==> config.mk <==
export PLATFORM = sky130hd
export DESIGN_NAME = aurora_tx_arbiter
export DESIGN_NICKNAME = d
export VERILOG_FILES = /design/src/rtl/aurora_tx_arbiter.sv
export SDC_FILE = /design/constraint.sdc
export NUM_CORES = 1
export LEC_CHECK = 0
export ABC_AREA = 0
export BUFFER_PORTS_ARGS = -buffer_cell sky130_fd_sc_hd__buf_2
export CAP_MARGIN = 20
export CORE_MARGIN = 2
export CORE_UTILIZATION = 48
export DETAILED_ROUTE_END_ITERATION = 12
export GPL_ROUTABILITY_DRIVEN = 0
export PLACE_DENSITY = 0.86
export SYNTH_ARGS = -nofsm -noshare
export SYNTH_HDL_FRONTEND = slang
export SYNTH_SLANG_ARGS = --single-unit
==> constraint.sdc <==
create_clock -name user_clk -period 4.6 [get_ports user_clk]
set_input_delay 0.23 -clock user_clk [delete_from_list [all_inputs] [get_ports user_clk]]
set_output_delay 0.23 -clock user_clk [all_outputs]
set_load 0.01 [all_outputs]
==> src/rtl/aurora_tx_arbiter.sv <==
// aurora_tx_arbiter: packet-atomic 2:1 arbiter feeding Aurora TX (round-robin/forced/off, channel_up gated); ARB_WATCHDOG_EN adds stall abort.
// Latency: grant registers one cycle after an eligible request, the data path is combinational once granted, and there is one idle cycle between packets.
// Backpressure: owner tready = m_axis_tready & channel_up, the other source sees 0, and a stalled owner keeps the grant unless the watchdog aborts it.
module aurora_tx_arbiter #(
    parameter int DATA_W        = 32,
    parameter int STALL_TIMEOUT = 255
) (
    input  logic              user_clk,
    input  logic              sys_reset,
    input  logic              channel_up,
    input  logic [1:0]        ctrl_mode,
    input  logic              s0_axis_tvalid,
    input  logic [DATA_W-1:0] s0_axis_tdata,
    input  logic              s0_axis_tlast,
    output logic              s0_axis_tready,
    input  logic              s1_axis_tvalid,
    input  logic [DATA_W-1:0] s1_axis_tdata,
    input  logic              s1_axis_tlast,
    output logic              s1_axis_tready,
    output logic              m_axis_tvalid,
    output logic [DATA_W-1:0] m_axis_tdata,
    output logic              m_axis_tlast,
    input  logic              m_axis_tready,
    output logic [1:0]        grant,
    output logic [15:0]       stat_pkts_s0,
    output logic [15:0]       stat_pkts_s1,
    output logic              stat_abort
);

`ifdef ARB_WATCHDOG_EN
    typedef enum logic [2:0] {IDLE, OWN0, OWN1, ABORT, DRAIN} state_t;
`else
    typedef enum logic [1:0] {IDLE, OWN0, OWN1} state_t;
`endif

    state_t      state;
    logic [1:0]  grant_q;
    logic        last_q;
    logic [15:0] pkts_s0_q;
    logic [15:0] pkts_s1_q;

    logic own_src;
    logic own_vld;
    logic own_last;
    logic own_hs;
    logic req0;
    logic req1;

    // Owner identity lives in grant_q and stays valid through ABORT/DRAIN.
    assign own_src  = grant_q[1];
    assign own_vld  = own_src ? s1_axis_tvalid : s0_axis_tvalid;
    assign own_last = own_src ? s1_axis_tlast  : s0_axis_tlast;
    assign own_hs   = ((state == OWN0) || (state == OWN1)) && own_vld && m_axis_tready && channel_up;

    assign req0 = channel_up && s0_axis_tvalid && ((ctrl_mode == 2'b00) || (ctrl_mode == 2'b01));
    assign req1 = channel_up && s1_axis_tvalid && ((ctrl_mode == 2'b00) || (ctrl_mode == 2'b10));

`ifdef ARB_WATCHDOG_EN
    localparam int STALL_W = (STALL_TIMEOUT < 2) ? 1 : $clog2(STALL_TIMEOUT + 1);
    logic [STALL_W-1:0] stall_q;
    logic               first_q;
    logic               abort_q;
    assign stat_abort = abort_q;
`else
    logic unused_timeout;
    assign unused_timeout = (STALL_TIMEOUT != 0);
    assign stat_abort     = 1'b0;
`endif

    assign grant        = grant_q;
    assign stat_pkts_s0 = pkts_s0_q;
    assign stat_pkts_s1 = pkts_s1_q;

    always_comb begin
        m_axis_tvalid  = 1'b0;
        m_axis_tdata   = '0;
        m_axis_tlast   = 1'b0;
        s0_axis_tready = 1'b0;
        s1_axis_tready = 1'b0;
        case (state)
            OWN0: begin
                m_axis_tvalid  = s0_axis_tvalid && channel_up;
                m_axis_tdata   = s0_axis_tdata;
                m_axis_tlast   = s0_axis_tlast;
                s0_axis_tready = m_axis_tready && channel_up;
            end
            OWN1: begin
                m_axis_tvalid  = s1_axis_tvalid && channel_up;
                m_axis_tdata   = s1_axis_tdata;
                m_axis_tlast   = s1_axis_tlast;
                s1_axis_tready = m_axis_tready && channel_up;
            end
`ifdef ARB_WATCHDOG_EN
            // Zero-data tlast beat closes the Aurora frame of the stalled packet.
            ABORT: begin
                m_axis_tvalid = channel_up;
                m_axis_tlast  = 1'b1;
            end
            DRAIN: begin
                s0_axis_tready = channel_up && !own_src;
                s1_axis_tready = channel_up && own_src;
            end
`endif
            default: ;
        endcase
    end

    always_ff @(posedge user_clk or posedge sys_reset) begin
        if (sys_reset) begin
            state     <= IDLE;
            grant_q   <= 2'b00;
            last_q    <= 1'b1;
            pkts_s0_q <= 16'd0;
            pkts_s1_q <= 16'd0;
`ifdef ARB_WATCHDOG_EN
            stall_q   <= '0;
            first_q   <= 1'b0;
            abort_q   <= 1'b0;
`endif
        end else begin
`ifdef ARB_WATCHDOG_EN
            abort_q <= 1'b0;
`endif
            case (state)
                IDLE: begin
`ifdef ARB_WATCHDOG_EN
                    stall_q <= '0;
                    first_q <= 1'b0;
`endif
                    // On a tie, last_q = 1 means source 1 went last, so source 0 wins.
                    if (req0 && (!req1 || last_q)) begin
                        state   <= OWN0;
                        grant_q <= 2'b01;
                    end else if (req1) begin
                        state   <= OWN1;
                        grant_q <= 2'b10;
                    end
                end
                OWN0, OWN1: begin
                    if (own_hs && own_last) begin
                        state   <= IDLE;
                        grant_q <= 2'b00;
                        last_q  <= own_src;
                        if (own_src) begin
                            if (pkts_s1_q != 16'hFFFF) pkts_s1_q <= pkts_s1_q + 16'd1;
                        end else begin
                            if (pkts_s0_q != 16'hFFFF) pkts_s0_q <= pkts_s0_q + 16'd1;
                        end
                    end
`ifdef ARB_WATCHDOG_EN
                    else if (own_hs) begin
                        stall_q <= '0;
                        first_q <= 1'b1;
                    end else if (channel_up && !own_vld && first_q) begin
                        stall_q <= stall_q + 1'b1;
                        if (stall_q == STALL_W'(STALL_TIMEOUT - 1)) begin
                            state   <= ABORT;
                            abort_q <= 1'b1;
                        end
                    end
`endif
                end
`ifdef ARB_WATCHDOG_EN
                ABORT: begin
                    if (channel_up && m_axis_tready) state <= DRAIN;
                end
                DRAIN: begin
                    if (channel_up && own_vld && own_last) begin
                        state   <= IDLE;
                        grant_q <= 2'b00;
                        last_q  <= own_src;
                    end
                end
`endif
                default: state <= IDLE;
            endcase
        end
    end

endmodule

==> results.sh <==
export IMPL_result_of_the_run="finished, final reports clean"
export IMPL_clkPwrFrac_pct=18.8
export IMPL_max_clock_freq_mhz=370
export IMPL_drc=0
export IMPL_clock_root_buffer="clkbuf_8"
export IMPL_setup_worst_path_class="flip-flop to flip-flop"
export IMPL_initial_core_util_pct=49.5
export IMPL_postSynthCellCount=269
export IMPL_ys_seq_elements=37
export IMPL_power_share_sequential_pct=31.2
export IMPL_first_global_vias=2480
export IMPL_area_delta_synth_final_pct=35.7
export IMPL_cts_repair_timing_setup_buffer_count=0
export IMPL_grt_max_degree=42
export IMPL_layout_worst_path_cycle_share_pct=58.8
export IMPL_tritoncts_clock_tree="built"
export IMPL_layout_common_cells="buf_2 (143), dfrtp_1 (36), a22oi_1 (35)"
export IMPL_grt_pass1_wl_um=11500
export IMPL_ys_flop_type="dfrtp_1"
export IMPL_worst_pin_slew_ns=0.902
export IMPL_path_clk_slew_ns=0.08
export IMPL_postRouteAntennaNets=0
export IMPL_core_area_um2=5110
export IMPL_hp_class="input port to asynchronous set/reset pin"
export IMPL_detail_route_wirelength_um=7020
export IMPL_floorplan_die_width_um=76.5
export IMPL_path_cells="inv_1 -> ha_1 -> and3_1 -> nand2_2 -> nor4_1 -> xor2_1"
export IMPL_avgRoutedWirePerCell_um=14.6
export IMPL_cts_repair_resize_count=0
export IMPL_clock_skew_ns=0.0172
export IMPL_vdd_drop_max_uv=227
export IMPL_synth_area_per_cell_um2=9.39
export IMPL_num_vias=2630
export IMPL_crit_path_end_kind="flip-flop"
export IMPL_final_setup_viol_count=0
export IMPL_cell_internal_pwr_uw=772
export IMPL_detailedRoute_firstPassIterationCount=4
export IMPL_number_of_synthesized_flops_with_an_enable_pin=0
export IMPL_detailedRoute_firstIterationViolations=88
export IMPL_num_fill_cells=421
export IMPL_io_buffers=143
export IMPL_grt_antenna_before_repair=1
export IMPL_worstSkewPairLatency_ns=0.29
export IMPL_place_detailed_instances=469
export IMPL_overflow=0
export IMPL_layout_min_cycle_time_ns=2.71
export IMPL_fraction_of_the_yosys_area_taken_by_sequential_cells_pct=36.7
export IMPL_synthesis_nets=348
export IMPL_clock_path_buffers=2
export IMPL_ys_types=42
export IMPL_place_area_um2=3280
export IMPL_cts_made_buffers=5
export IMPL_maxSlewHeadroom_pct=39.9
export IMPL_finish_utilization_pct=67.1
export IMPL_postSynth_asyncResetShare_pct=100
export IMPL_drv_slew=0
export IMPL_dp_hpwl_um=5320
export IMPL_synthesis_yosys_warnings=0
export IMPL_arrival_ns=2.91
export IMPL_timing_max_cap_violations=0
export IMPL_fin_area_um2=3430
export IMPL_worst_path_max_delay_cell="ha_1"
export IMPL_ios=145
export IMPL_cts_hold_buffers_added=0
export IMPL_worstSetupStartpointType="flip-flop"
export IMPL_setup_repair_after_global_routing_missed_its_margin="false"
export IMPL_dieHeight_um=76.5
export IMPL_total_power_draw_mw=1.24
export IMPL_final_hold_viol_count=0
export IMPL_pwr_share_comb_pct=49.9
export IMPL_synthesis_area_um2=2530
export IMPL_number_of_standard_cells_in_the_layout_taps_in_and_fillers_out=480
export IMPL_setup_tns_ns=0
export IMPL_commonest_non_fill_non_tap_cell_in_the_layout="buf_2"
export IMPL_worstPathRequired_ns=4.81
export IMPL_worst_path_max_fanout=41
export IMPL_switching_share_pct=37.8
export IMPL_total_leakage_power_nw=1.89
export IMPL_die_area_um2=5860
export IMPL_critPathMaxStageDelay_ns=0.87
export IMPL_clock_sinks=37
export IMPL_htree_levels=2
export IMPL_drt_vias_per_instance=5.48
export IMPL_groute_usage_overall_pct=23.6
export IMPL_pwrdens_nw_per_um2=362
export IMPL_power_switching_uw=470
export IMPL_placement_rows=26
export IMPL_nNetsFinal=487
export IMPL_post_route_cells_drive_above_1_share_pct=41.1
==> cell type report <==
| class | instances | area [um^2] | area share (%) |
|---|---|---|---|
| antenna | 1 | 2.50 | 0.0730 |
| tap | 70 | 87.6 | 2.55 |
| clock inverter | 1 | 7.51 | 0.219 |
| inverter | 10 | 37.5 | 1.09 |
| timing repair buffer | 146 | 778 | 22.7 |
| sequential | 37 | 927 | 27.0 |
| clock buffer | 7 | 86.3 | 2.52 |
| multi-input combinational | 208 | 1500 | 43.8 |
==> critical path, delay by kind of cell, from the launching register on <==
family	cells	cell delay, ns
xor gates and xnor gates	1	0.18
adders and majority gates	1	0.87
buffers and inverters	1	0.07
DFF	1	0.36
and+or+nand+nor	3	1.14
==> routing by layer <==
| layer | wire length [um] | vias to the layer above | track usage, % |
|---|---|---|---|
| met3 | 448 | 9 | 4.62 |
| met2 | 3500 | 115 | 40.8 |
| met1 | 2940 | 1247 | 29.5 |
| li1 | - | 1259 | - |
| met4 | 125 | 0 | 7.82 |
| met5 | 0 | - | 0 |
==> Yosys cell counts (2+ instances only) <==
library cell	number	area share, %
dfrtp_1	36	36
a22oi_1	35	10
nor2b_1	33	8.2
xor2_1	27	9.4
nand2_1	13	1.9
nand3_1	13	2.6
nor4_1	13	3.2
clkbuf_1	12	1.8
inv_1	10	1.5
nor3_1	9	1.8
and3_1	7	1.7
nor2_1	7	1.0
ha_1	5	2.5
nand4_1	4	0.99
nand4_2	3	1.5
nor3b_1	3	0.89
nor4b_1	3	1.0
xnor2_1	3	1.0
a21oi_1	2	0.40
a31oi_1	2	0.50
buf_4	2	0.59
nand2_2	2	0.50
nand4_4	2	1.7
nor2_2	2	0.50
nor4_4	2	1.7
o22ai_1	2	0.50
or3_1	2	0.50
==> final timing paths <==
check / end / from / depth (start not counted) / slack, ns
setup / recovery: stat_pkts_s1[8] / state[1] / 6 / 1.89
hold / removal: stat_pkts_s0[3] / sys_reset / 3 / 0.03
setup reg to reg: stat_pkts_s1[8] / state[1] / 6 / 1.89
hold reg to reg: stat_pkts_s0[4] / stat_pkts_s0[4] / 1 / 0.52
max in group asynchronous: last_q / sys_reset / 3 / 4.21
min in group user_clk: last_q / s1_axis_tvalid / 3 / 0.26
==> stage by stage <==
| step | hold WS, ns | worst slack (ns) |
|---|---|---|
| CTS | 0.0436 | 1.87 |
| global route | 0.111 | 1.62 |
| global placement | 0.353 | 1.98 |
| finish | 0.0343 | 1.89 |
| detailed placement | 0.368 | 1.89 |
| floorplan | 0.394 | 2.78 |
==> cell families after synthesis <==
kind of cell / Yosys count / share of synthesized area [%]
other: 1 / 0.148
muxes: 3 / 1.49
adders and majority gates: 5 / 2.48
AOI/OAI and AO/OA: 46 / 13.4
buffers and inverters: 24 / 3.86
and+or+nand+nor: 123 / 31.6
xor gates and xnor gates: 30 / 10.4
DFF: 37 / 36.7
==> power by group through the flow <==
| stage | Sequential (mW) | Clock, mW | Combinational, mW |
|---|---|---|---|
| after floorplan | 0.397 | 0 | 0.402 |
| after global placement | 0.390 | 0 | 0.566 |
| final | 0.388 | 0.234 | 0.620 |
| after global routing | 0.393 | 0.254 | 0.684 |
| after CTS | 0.388 | 0.241 | 0.584 |
| after detailed placement | 0.393 | 0 | 0.582 |
==> registers in the layout, indices dropped and copies added, names as in the netlist <==
signal        cells
stat_pkts_s0     16
grant             2
stat_pkts_s1     16
state             2
last_q            1
(Power assumes the default switching activity.)
